`src/rtl/delay_sched_pkg.sv`:
```
// Shared types and helpers for the round-robin delay-pipe scheduler.
package delay_sched_pkg;

  typedef enum logic [1:0] {IDLE, RUN, FLUSH} state_e;

  // Tag width helper; callers guarantee n >= 2.
  function automatic int sched_clog2(input int n);
    int r;
    r = 0;
    for (int v = n - 1; v > 0; v = v >> 1) r++;
    return r;
  endfunction

endpackage

```
`src/rtl/delay_pipe_sched_rr_arbiter.sv`:
```
// Combinational round-robin arbiter: one-hot grant searching upward from ptr, plus granted index.
module rr_arbiter #(
  parameter int NUM_REQ = 4,
  parameter int ID_W    = 2
) (
  input  logic [NUM_REQ-1:0] req,
  input  logic [ID_W-1:0]    ptr,
  output logic [NUM_REQ-1:0] gnt,
  output logic [ID_W-1:0]    idx
);

  logic [ID_W:0]   sum;
  logic [ID_W-1:0] j;

  always_comb begin
    gnt = '0;
    idx = '0;
    sum = '0;
    j   = '0;
    for (int k = 0; k < NUM_REQ; k++) begin
      // Wrap explicitly so non-power-of-two requester counts rotate correctly.
      sum = {1'b0, ptr} + (ID_W+1)'(k);
      if (sum >= (ID_W+1)'(NUM_REQ)) sum = sum - (ID_W+1)'(NUM_REQ);
      j = sum[ID_W-1:0];
      if (req[j] && gnt == '0) begin
        gnt[j] = 1'b1;
        idx    = j;
      end
    end
  end

endmodule

```
`src/rtl/delay_pipe_sched.sv`:
```
// Round-robin scheduler feeding a shared, tagged DEPTH-stage delay pipe with flush/drain.
// Define DELAY_SCHED_CNT_EN to build the saturating per-requester grant counters.
module delay_pipe_sched
  import delay_sched_pkg::*;
#(
  parameter int  NUM_REQ = 4,
  parameter int  DATA_W  = 2,
  parameter int  DEPTH   = 3,
  localparam int ID_W    = sched_clog2(NUM_REQ)
) (
  input  logic                      sys_clk,
  input  logic                      sys_rst,
  input  logic [NUM_REQ-1:0]        req,
  input  logic [NUM_REQ*DATA_W-1:0] req_data,
  output logic [NUM_REQ-1:0]        gnt,
  input  logic                      flush,
  output logic                      busy,
  output logic                      flush_done,
  output logic                      out_valid,
  output logic [ID_W-1:0]           out_id,
  output logic [DATA_W-1:0]         led_out,
  output logic [NUM_REQ*8-1:0]      gnt_cnt
);

  typedef struct packed {
    logic              valid;
    logic [ID_W-1:0]   id;
    logic [DATA_W-1:0] data;
  } stage_t;

  state_e                         state;
  logic [ID_W-1:0]                ptr, gnt_idx;
  logic                           grant_ok, granted, pipe_empty;
  logic [NUM_REQ-1:0][DATA_W-1:0] req_vec;
  stage_t                         stage_in;
  stage_t                         pipe [DEPTH];

  assign req_vec  = req_data;
  // flush wins over req in the same cycle; nothing is accepted while draining.
  assign grant_ok = (state != FLUSH) && !flush;

  rr_arbiter #(.NUM_REQ(NUM_REQ), .ID_W(ID_W)) u_arb (
    .req (req & {NUM_REQ{grant_ok}}),
    .ptr (ptr),
    .gnt (gnt),
    .idx (gnt_idx)
  );

  assign granted  = |gnt;
  assign stage_in = {granted, gnt_idx, req_vec[gnt_idx]};

  always_comb begin
    pipe_empty = 1'b1;
    for (int k = 0; k < DEPTH; k++)
      if (pipe[k].valid) pipe_empty = 1'b0;
  end

  for (genvar k = 0; k < DEPTH; k++) begin : g_stage
    stage_t src;
    if (k == 0) begin : g_src_in
      assign src = stage_in;
    end else begin : g_src_prev
      assign src = pipe[k-1];
    end

    if (k == DEPTH - 1) begin : g_last
      // Output stage keeps the last valid word visible across bubbles.
      always_ff @(posedge sys_clk)
        if (sys_rst) pipe[k] <= '0;
        else begin
          pipe[k].valid <= src.valid;
          if (src.valid) begin
            pipe[k].id   <= src.id;
            pipe[k].data <= src.data;
          end
        end
    end else begin : g_mid
      always_ff @(posedge sys_clk)
        if (sys_rst) pipe[k] <= '0;
        else         pipe[k] <= src;
    end
  end

  assign out_valid = pipe[DEPTH-1].valid;
  assign out_id    = pipe[DEPTH-1].id;
  assign led_out   = pipe[DEPTH-1].data;

  always_ff @(posedge sys_clk)
    if (sys_rst) begin
      state <= IDLE;
      ptr   <= '0;
    end else begin
      if (granted)
        ptr <= (gnt_idx == ID_W'(NUM_REQ - 1)) ? '0 : gnt_idx + 1'b1;
      unique case (state)
        IDLE:    if (flush) state <= FLUSH;
                 else if (granted) state <= RUN;
        RUN:     if (flush) state <= FLUSH;
                 else if (!granted && pipe_empty) state <= IDLE;
        FLUSH:   if (pipe_empty) state <= IDLE;
        default: state <= IDLE;
      endcase
    end

  assign busy       = (state != IDLE);
  assign flush_done = (state == FLUSH) && pipe_empty;

`ifdef DELAY_SCHED_CNT_EN
  logic [NUM_REQ-1:0][7:0] cnt;

  always_ff @(posedge sys_clk)
    if (sys_rst) cnt <= '0;
    else
      for (int i = 0; i < NUM_REQ; i++)
        if (gnt[i] && cnt[i] != 8'hFF) cnt[i] <= cnt[i] + 8'd1;

  assign gnt_cnt = cnt;
`else
  assign gnt_cnt = '0;
`endif

endmodule

```
`config.mk`:
```
export PLATFORM = sky130hd
export DESIGN_NAME = delay_pipe_sched
export DESIGN_NICKNAME = d
export VERILOG_FILES = /design/src/rtl/delay_sched_pkg.sv /design/src/rtl/delay_pipe_sched_rr_arbiter.sv /design/src/rtl/delay_pipe_sched.sv
export SDC_FILE = /design/constraint.sdc
export NUM_CORES = 1
export LEC_CHECK = 0
export BUFFER_PORTS_ARGS = -buffer_cell sky130_fd_sc_hd__buf_4
export CAP_MARGIN = 20
export CORE_MARGIN = 3
export CORE_UTILIZATION = 50
export CTS_CLUSTER_DIAMETER = 150
export DETAILED_ROUTE_END_ITERATION = 12
export PLACE_DENSITY = 0.87
export SLEW_MARGIN = 20
export SYNTH_ARGS = -nofsm -noshare
export SYNTH_HDL_FRONTEND = slang
export SYNTH_SLANG_ARGS = --single-unit
```
`constraint.sdc`:
```
create_clock -name sys_clk -period 4.8 [get_ports sys_clk]
set_input_delay 0.24 -clock sys_clk [delete_from_list [all_inputs] [get_ports sys_clk]]
set_output_delay 0.24 -clock sys_clk [all_outputs]
set_load 0.02 [all_outputs]
```
======== Yosys cells after proc, flatten, opt, wreduce, memory -nomap -nowiden ========
Memories as Yosys holds them, arrays and structs flattened.
Cells that the tools add are included.
word-level totals
  register bits after elaboration ......... 4
  RAM bits ................................ 15
  bits of input ports ..................... 15
  memories kept ........................... 1
cells by class
  add/subtract/negate cells ............... 8
  $lt $le $gt $ge ......................... 13
  eq/ne operators ......................... 7
  mux-type cells .......................... 51
  bitwise logic cells ..................... 9
  reductions and logical operators ........ 19
memory list
  memory  depth  width  rd ports  clocked after Yosys merged registers in  wr ports  RTL line                text
  pipe    3      5      3         0                                        3         delay_pipe_sched.sv:36  stage_t pipe [DEPTH];
operators by type and width
  operator             number
  $mux 2               17
  $mux 1               18
  $mux 4               4
  $lt 2x3->1 const B   5
  $logic_not 4->1      3
  $or 4x4->4           3
  $logic_and 1x1->1    10
  $mux 5               2
  $ge 3x3->1 const B   3
  $bmux 1 s2           4
  $demux 1 s2          4
  $ge 2x1->1 const B   4
  $sub 2x1->2 const B  4
  $add 2x2->3 const B  2
  $ne 3x3->1 const B   2
  $pmux 2 s3           1
  $or 1x1->1           5
  $and 4x4->4          1
  $bmux 2 s2           1
  $eq 2x2->1 const B   2
  $ne 2x2->1 const B   2
  $reduce_or 4->1      1
  $add 2x1->3 const B  1
  $ge 2x3->1 const B   1
  other kinds (6)      7

======== Longest topological paths before layout ========
Gate-level depths: netlist of run 1.
  depth in word-level cells ............... 22
  depth in mapped cells ................... 11
  depth with buffers taken out ............ 10

======== By module ========
A second synthesis of run 1 with hierarchy kept.
unflattened totals
  cells, all modules ...................... 157
  area total of the unflattened synthesis .. 1,514.0 um2
by module, submodules not included
  module            instances  cells each  area each (um2)  seq. area each (um2)
  delay_pipe_sched  1          92          1,001.0          420.4
  rr_arbiter        1          65          513.0            0.0

======== Worst setup path after synthesis of run 1 ========
OpenSTA, ideal clock, no wires.
  kind .................................... register to register
  start ................................... register (tool-made name)
  end ..................................... register state[0]
  library setup time ...................... 0.139 ns
  arrival time ............................ 3.375 ns
  data required time ...................... 4.661 ns
  slack ................................... 1.286 ns
  stages on the path, launching flop included .. 12
  buffers on the path ..................... 1
  path through ............................ dfxtp_1 -> buf_6 -> inv_1 -> ha_1 -> mux4_2 -> o21a_1 -> a221o_2 -> a21oi_4 -> nor2_4 -> a221o_2 -> nor4_2 -> a2111oi_2
RTL lines
  element               RTL line                text
  to (signal assigned)  delay_pipe_sched.sv:90  state <= IDLE;
  to (signal assigned)  delay_pipe_sched.sv:96  IDLE: if (flush) state <= FLUSH;
  to (signal assigned)  delay_pipe_sched.sv:97  else if (granted) state <= RUN;
  to (decl)             delay_pipe_sched.sv:31  state_e state;

==> results of run 1 <==
-- per-layer routing --
layer	GRT usage	wire length, um
met1	0.213	1460
met2	0.254	1550
met3	0.0246	270
met4	0.0607	59
met5	0	0
-- registers in the layout, summed over array words and instances (netlist names), named ones only --
signal and flops:
pipe 15, state 2, ptr 1
-- kinds of logic after synthesis --
family,synth area share
buffers and inverters,0.182
AND/OR/NAND/NOR,0.186
other,0.00221
multiplexers,0.0783
flip-flops,0.248
adder cells (fa/ha/maj),0.0591
AO/OA/AOI/OAI,0.233
XOR/XNOR,0.0103
-- per-stage QoR --
step                total power, mW  setup slack (ps)  utilization  area (um2)
finish                        0.866               649        0.570        1800
floorplan                     0.691              1290            -        1810
detailed placement            0.782               781        0.560        1770
global route                  0.922               422        0.570        1800
CTS                           0.863               674        0.570        1800
global placement              0.771               862        0.560        1770
-- final cells by class --
cell class | instances | area, um2 | area share
flip-flops and latches | 19 | 420 | 0.234
clock buffers | 3 | 22.5 | 0.0125
inverters | 6 | 22.5 | 0.0125
multi-input cells | 144 | 1080 | 0.602
clock inverters | 1 | 7.51 | 0.00418
well taps | 44 | 55.1 | 0.0306
repair buffers | 25 | 188 | 0.104
-- cell usage after synthesis (3+ instances only) --
| cell type | count |
|---|---|
| o21ai_0 | 3 |
| or2_2 | 4 |
| and3_1 | 3 |
| dfxtp_1 | 15 |
| buf_4 | 33 |
| nand2_1 | 6 |
| inv_1 | 6 |
| a32o_1 | 3 |
| mux2i_1 | 5 |
| a221o_2 | 4 |
| nor2b_1 | 6 |
| ha_1 | 8 |
| nor2_1 | 10 |
| o22ai_1 | 4 |
| and2_1 | 5 |
| edfxtp_1 | 4 |
-- power groups by stage --
stage,Combinational [mW],Sequential (mW),Clock [mW]
3_5_place_dp,0.544,0.238,0
2_1_floorplan,0.459,0.232,0
3_3_place_gp,0.535,0.236,0
6_report,0.551,0.233,0.0824
5_1_grt,0.593,0.239,0.0892
4_1_cts,0.545,0.234,0.0836
-- worst min path at each step --
stage                     from         end  cells past startpoint
floorplan                flush    state[0]                      1
CTS                      flush    state[0]                      2
finish                   flush    state[0]                      2
detailed placement  pipe[0][3]  pipe[1][3]                      1
global placement    pipe[0][2]  pipe[1][2]                      1
global route             flush    state[0]                      2
-- critical path, cell delays in order (launching register included) --
cell	delay [ps]
dfxtp_1	690
inv_1	310
ha_1	440
mux4_2	630
o21a_1	150
a221o_2	460
a211oi_4	480
a221o_2	300
buf_4	150
==> metrics.txt, run 1 <==
IO Count 58; area leader, netlist dfxtp_1; Slew Viols, Final 0; postcts setup bufs 0; die width 64.2 um; layout cells sized above 1 0.298; nets@finish 222; die area 4120 um2; CTS tree yes; Mapped Area 1690 um2; initial antenna violation count 0; top_reg_cell synth dfxtp_1; post-cts resize count 0; CTS Buffer Depth 2; Ant. Diodes 0; GRT overflow 0; Synth Register Bits 19; Sw Ratio 0.452; fraction of power consumed by sequential logic 0.269; setup tns final 0 ps; worst-path fanout max 14; RSZ-0062 raised after global routing false; Yosys cell types 61; r2r endpoint state[0]; Row Count 20; Starting Density 0.537; DRT Pass-1 Iters 4; Critical Path RT 4560 ps; drt wl/cell 13.8 um; cells after synthesis 174; H-Tree Level Count 1; Pwr per Cell Area 482 nW/um2; most common cell after layout, fill and taps aside conb_1; MaxCap Viol Count 0; total number of vias 1304; Mapped Avg Cell Area 9.74 um2; outcome completed; Setup Viol. Count Final 0; Port Buf Inserts 25; EDFF count, synth 4; crit path to gnt[0]; core area 3150 um2; Gate power share 0.636; FFs w/ async S/R, synth 0; largest net degree at the start of global routing 15; Setup crit end kind primary output; Inst Count DP 238; post-route DRC violation count 0; Slew headroom 0.493; starting DRC count in detailed routing 63; CP Launch Type register; P_int 0.474 mW; post-synth top area share 0.177; Seq/Total Area, Yosys 0.248; Synth area leaders dfxtp_1 18%, buf_4 15%, edfxtp_1 7.1%, ha_1 5.9%, mux2i_1 3.0%; worst skew pair latency 300 ps; final cell count without fillers 242; clock-pin transition on the worst setup and hold timing paths 110 ps; Worst R2R Path Depth 10; peak supply drop 166 uV; Tot GR Track Use 0.159; Root Driver clkbuf_4; crit path DAT 3910 ps; Area growth, synth to finish 6.06%; Post-Route WL 3340 um; Worst Path Class, Setup register to primary output; static leakage 0.805 nW; Clock Skew 7.28 ps; hold buffer count at cts 0; period utilisation layout 0.865; FF-to-FF setup slack 720 ps; final count of hold timing violations 0; clock sink count 19; Max Freq 0.241 GHz; clock share of power 0.095; die height 64.2 um; first-pass GRT wire length 5290 um; vias in the first global route 1155; Fillers 289; Tmin final 4150 ps; gpl congestion 0.900; TritonCTS Buffers 3; vias per cell 5.39; Final ANT Viol Nets 0; worst hold slack 122 ps; Psw 0.392 mW; commonest cells after routing, fill and taps aside 32 x conb_1, 25 x buf_4, 15 x dfxtp_1; Worst Max-Slew Pin Slew 757 ps; Worst Hold Class input port to register; Final HPWL DP 2640 um; yosys warns 0
Power figures use the tool's default switching activity.
==> run 2, diff against run 1 <==
--- a/config.mk
+++ b/config.mk
@@ -11,7 +11,9 @@
 export CORE_UTILIZATION = 50
 export CTS_CLUSTER_DIAMETER = 150
 export DETAILED_ROUTE_END_ITERATION = 12
+export GPL_ROUTABILITY_DRIVEN = 0
 export PLACE_DENSITY = 0.87
+export RECOVER_POWER = 50
 export SLEW_MARGIN = 20
 export SYNTH_ARGS = -nofsm -noshare
 export SYNTH_HDL_FRONTEND = slang
==> run 2 against run 1 <==
Core utilization fell by 0.24 points. Clock-buffer cell count did not move. Worst setup slack got worse by 17 ps. Flip-flop and latch count did not move.
==> metrics.txt, run 2 (synthesis gave the netlist of run 1 again) <==
CTS tree yes; vias per cell 5.45 (+1.2%); die area 4120 um2 (unchanged); Finished Cell Area 1790 um2 (-0.42%); worst-path fanout max 14 (unchanged); Setup crit end kind primary output; met2 global-route usage 0.240 (-0.0142); Tmin final 4170 ps (+16.6 ps); hold buffer count at cts 0 (unchanged); GRT met1 Usage 0.214 (+0.000389); crit path to gnt[3]; CP peak stage delay 700 ps (about the same); outcome completed; Final ANT Viol Nets 0 (unchanged); cells along the critical path inv_1 -> ha_1 -> mux4_2 -> and4_2 -> a32o_1 -> or4_4 -> nor2_4 -> a221o_2 -> buf_4; HP Start flush; setup tns final 0 ps (unchanged); Fillers 295 (+2.1%); IO Count 58 (unchanged); r2r endpoint state[0]; Worst Path Class, Setup register to primary output; TritonCTS Buffers 3 (unchanged); Final HPWL DP 2650 um (+0.34%); Clock Skew 5.15 ps (-2.12 ps); Ant. Diodes 0 (unchanged); Worst R2R Path Depth 10 (unchanged); met3 GRT Util 0.0387 (+0.0141); core area 3150 um2 (unchanged); crit path DAT 3930 ps (+20 ps); most common cell after layout, fill and taps aside conb_1; final count of hold timing violations 0 (unchanged); max reg flops 15 (unchanged); Setup Viol. Count Final 0 (unchanged); CP bufs+invs 2 (unchanged); GRT overflow 0 (unchanged); Root Driver clkbuf_4; GRT busiest layer met2; Port Buf Inserts 25 (unchanged); Crit path depth 9 (+1); nets@finish 222 (unchanged); Critical Path RT 4560 ps (about the same); CP delay by family, top simple AND/OR/NAND/NOR gates; post-route DRC violation count 0 (unchanged); vias in the first global route 1173 (+1.6%); die width 64.2 um (unchanged); H-Tree Level Count 1 (unchanged); RSZ-0062 raised after global routing false; Worst Max-Slew Pin Slew 809 ps (+51.7 ps); layout cells sized above 1 0.288 (-0.0101); Slew Viols, Final 0 (unchanged); CP Launch Type register; Tot GR Track Use 0.158 (-0.000175); biggest regs pipe: 15 flops, state: 2 flops, ptr: 1 flops; Starting Density 0.537 (unchanged); initial antenna violation count 0 (unchanged); Worst Hold Class input port to register; static leakage 0.793 nW (-1.5%); Biggest register pipe; peak supply drop 175 uV (+5.5%); Max Freq 0.240 GHz (-0.40%); first-pass GRT wire length 5220 um (-1.3%); slowest CP cell dfxtp_1; Area growth, synth to finish 5.61%; MaxCap Viol Count 0 (unchanged); largest net degree at the start of global routing 15 (unchanged); die height 64.2 um (unchanged); Row Count 20 (unchanged); total number of vias 1319 (+1.2%); post-cts resize count 0 (unchanged); clock sink count 19 (unchanged); worst skew pair latency 300 ps (about the same); period utilisation layout 0.868 (+0.00346); Pwr per Cell Area 484 nW/um2 (+0.39%); starting DRC count in detailed routing 44 (-30%); Post-Route WL 3380 um (+1.1%); placed cell areas 1770 um2 (unchanged); FF-to-FF setup slack 720 ps (about the same); drt wl/cell 14.0 um (+1.1%); CTS Buffer Depth 2 (unchanged); clock-pin transition on the worst setup and hold timing paths 110 ps (about the same); DRT Pass-1 Iters 4 (unchanged); postcts setup bufs 0 (unchanged); commonest cells after routing, fill and taps aside 32 x conb_1, 23 x buf_4, 15 x dfxtp_1; Slew headroom 0.459 (-0.0346)
## run 2: per-stage QoR
| step | std cells | hold WS (ps) | utilization | worst slack, ps | power (mW) |
|---|---|---|---|---|---|
| after floorplan | 205 | 316 | - | 1290 | 0.691 |
| after global placement | 238 | 423 | 0.560 | 859 | 0.768 |
| after detailed placement | 238 | 426 | 0.560 | 781 | 0.782 |
| after CTS | 242 | 119 | 0.570 | 649 | 0.863 |
| after global routing | 242 | 110 | 0.567 | 391 | 0.927 |
| final | 242 | 122 | 0.567 | 632 | 0.866 |
## run 2: area by class of cell
type                    count  area, um2  area share
clock buffers               3       22.5      0.0126
clock inverters             1       7.51     0.00420
inverters                   6       22.5      0.0126
multi-input cells         144       1080       0.604
flip-flops and latches     19        420       0.235
well taps                  44       55.1      0.0308
repair buffers             25        180       0.101
## run 2: where the power goes
| part | total (mW) | internal, mW | switching, mW | leakage (nW) |
|---|---|---|---|---|
| clock network | 0.0810 | 0.0317 | 0.0492 | 0.0139 |
| logic | 0.551 | 0.236 | 0.315 | 0.614 |
| registers | 0.234 | 0.205 | 0.0291 | 0.165 |
## run 2: worst min-delay path by stage
stage,endpoint,slack (ps),cells after the start
final,state[0],120,2
after global routing,state[0],110,2
after CTS,state[0],120,2
after detailed placement,pipe[1][0],430,1
after global placement,pipe[1][2],420,1
after floorplan,state[0],320,1
## run 2: layer usage
metal / vias up / part of all wire
li1: 629 / -
met1: 627 / 0.43
met2: 57 / 0.47
met3: 6 / 0.082
met4: 0 / 0.014
met5: - / 0
==> run 3, diff against run 2 <==
--- a/config.mk
+++ b/config.mk
@@ -5,6 +5,7 @@
 export SDC_FILE = /design/constraint.sdc
 export NUM_CORES = 1
 export LEC_CHECK = 0
+export ABC_AREA = 1
 export BUFFER_PORTS_ARGS = -buffer_cell sky130_fd_sc_hd__buf_4
 export CAP_MARGIN = 20
 export CORE_MARGIN = 3
==> run 3 against run 2 <==
Sequential power rose by 5%. Clock-buffer cell count unchanged. Largest cell class unchanged. Routed wire length is 8.3% lower. Critical path type unchanged. Clock skew up 0.51 ps. Largest power group unchanged. Combinational power is 79% higher. Synthesized cell count increased by 26%.
==> metrics.txt, run 3 <==
Final ANT Viol Nets 0 (unchanged); top-count cell post-synth buf_4; Final HPWL DP 2520 um (-4.9%); Finished Cell Area 1760 um2 (-1.6%); yosys warns 0 (unchanged); Setup Viol. Count Final 0 (unchanged); Biggest register pipe; placed cell areas 1740 um2 (-1.5%); Worst Path Class, Setup register to primary output; H-Tree Level Count 1 (unchanged); drt wl/cell 10.7 um (-24%); nets@finish 270 (+22%); CP bufs+invs 3 (+1); Pwr per Cell Area 745 nW/um2 (+54%); crit path DAT 3040 ps (-890 ps); IO Count 58 (unchanged); DRT Pass-1 Iters 4 (unchanged); area leader, netlist dfxtp_1; CP peak stage delay 640 ps (-60 ps); outcome completed; total number of vias 1332 (+0.99%); Critical Path Most Common Cell nand3_1; clock-pin transition on the worst setup and hold timing paths 110 ps (about the same); cells after synthesis 220 (+26%); max reg flops 15 (unchanged); CTS tree yes; post-route DRC violation count 0 (unchanged); starting DRC count in detailed routing 71 (+61%); Synth area leaders dfxtp_1 18%, buf_4 15%, nand3_1 8.0%, edfxtp_1 7.3%, nand2_1 6.9%; clock sink count 19 (unchanged); RSZ-0062 raised after global routing false; vias per cell 4.59 (-16%); vias in the first global route 1187 (+1.2%); die width 63.2 um (-1.6%); Port Buf Inserts 25 (unchanged); Root Driver clkbuf_4; Row Count 20 (unchanged); Yosys cell types 32 (-48%); period utilisation layout 0.684 (-0.184); CP Launch Type register; first-pass GRT wire length 4950 um (-5.2%); Seq/Total Area, Yosys 0.257 (+0.00873); GRT overflow 0 (unchanged); Tot GR Track Use 0.150 (-0.00832); post-synth top area share 0.183 (+0.00623); core area 3080 um2 (-2.4%); Fillers 299 (+1.4%); Critical Path RT 4560 ps (about the same); static leakage 0.880 nW (+11%); Setup crit end kind primary output; EDFF count, synth 4 (unchanged); Worst Hold Class input port to register; Synth Register Bits 19 (unchanged); final count of hold timing violations 0 (unchanged); biggest regs pipe: 15 flops, state: 2 flops, ptr: 1 flops; Mapped Avg Cell Area 7.44 um2 (-24%); Final Total Pwr 1.31 mW (+51%); CP delay by family, top simple AND/OR/NAND/NOR gates; Max Freq 0.305 GHz (+27%); slowest CP cell dfxtp_1; pre-CTS WS 1740 ps (+962 ps); Area growth, synth to finish 7.57%; Starting Density 0.532 (-0.00559); die height 63.2 um (-1.6%); post-cts resize count 0 (unchanged); setup tns final 0 ps (unchanged); MaxCap Viol Count 0 (unchanged); peak supply drop 605 uV (+250%); FFs w/ async S/R, synth 0 (unchanged); TritonCTS Buffers 3 (unchanged); most common cell after layout, fill and taps aside conb_1; initial antenna violation count 0 (unchanged); top_reg_cell synth dfxtp_1; Clock Skew 5.67 ps (+0.514 ps); cells along the critical path clkinv_4 -> ha_1 -> inv_1 -> nand3_1 -> nand2_1 -> a21oi_4 -> nand3_1 -> nand2_2 -> nor2_1 -> nand3_1 -> nand3_2 -> nor2_8 -> nand3_1 -> nand2_1 -> buf_4; Post-Route WL 3100 um (-8.3%); worst skew pair latency 290 ps (about the same); Mapped Area 1640 um2 (-3.4%); setup ws final 1520 ps (+885 ps); worst-path fanout max 12 (-2); layout cells sized above 1 0.256 (-0.0318); Ant. Diodes 0 (unchanged); commonest cells after routing, fill and taps aside 32 x conb_1, 30 x nand2_1, 27 x inv_1; Tmin final 3280 ps (-885 ps); CTS Buffer Depth 2 (unchanged); die area 4000 um2 (-3.1%); postcts setup bufs 0 (unchanged); Slew Viols, Final 0 (unchanged); hold buffer count at cts 0 (unchanged); largest net degree at the start of global routing 15 (unchanged); Post-synth top cells 32 x buf_4, 30 x nand2_1, 27 x inv_1
## run 3: cell type report
type	count	area, um2	share of cell area
Multi-Input combinational cell	165	946	0.537
Timing Repair Buffer	25	180	0.102
Clock buffer	3	22.5	0.0128
Inverter	33	131	0.0746
Tap cell	44	55.1	0.0313
Clock inverter	1	5.00	0.00284
Sequential cell	19	420	0.239
## run 3: cell families after synthesis
logic type,synth area share
and+or+nand+nor,0.357
buffers and inverters,0.236
DFF,0.257
AOI/OAI and AO/OA,0.0864
adders and majority gates,0.0612
other,0.00229
## run 3: metal layers
| layer | track usage | routed length (um) | part of all wire |
|---|---|---|---|
| met1 | 0.187 | 1340 | 0.43 |
| met2 | 0.270 | 1510 | 0.49 |
| met4 | 0.0404 | 14 | 0.0045 |
| met5 | 0 | 0 | 0 |
| met3 | 0.0196 | 225 | 0.073 |
## run 3: path summary, 6_finish.rpt
check              startpoint         end  slack, ps  depth (start not counted)
hold / removal    req_data[4]  pipe[0][0]        180                          3
hold reg to reg    pipe[0][1]  pipe[1][1]        420                          2
setup / recovery     register      gnt[1]       1520                         15
setup reg to reg     register  pipe[0][0]       1680                         18
## run 3: through the flow
stage | hold WS, ps | instances | util
after floorplan | 309 | 251 | -
after global placement | 390 | 286 | 0.565
after detailed placement | 404 | 286 | 0.565
after CTS | 174 | 290 | 0.574
after global routing | 184 | 290 | 0.572
final | 179 | 290 | 0.572
## run 3: power by group
part           switching (mW)  leakage, nW  internal, mW
combinational           0.647        0.696         0.341
clock                  0.0476       0.0177        0.0310
sequential             0.0332        0.166         0.211
## run 3: tightest hold or removal path, delay by kind of cell
family / cells / cell delay, ps
AO/OA/AOI/OAI: 1 / 80
buffers and inverters: 1 / 80
AND/OR/NAND/NOR: 1 / 50
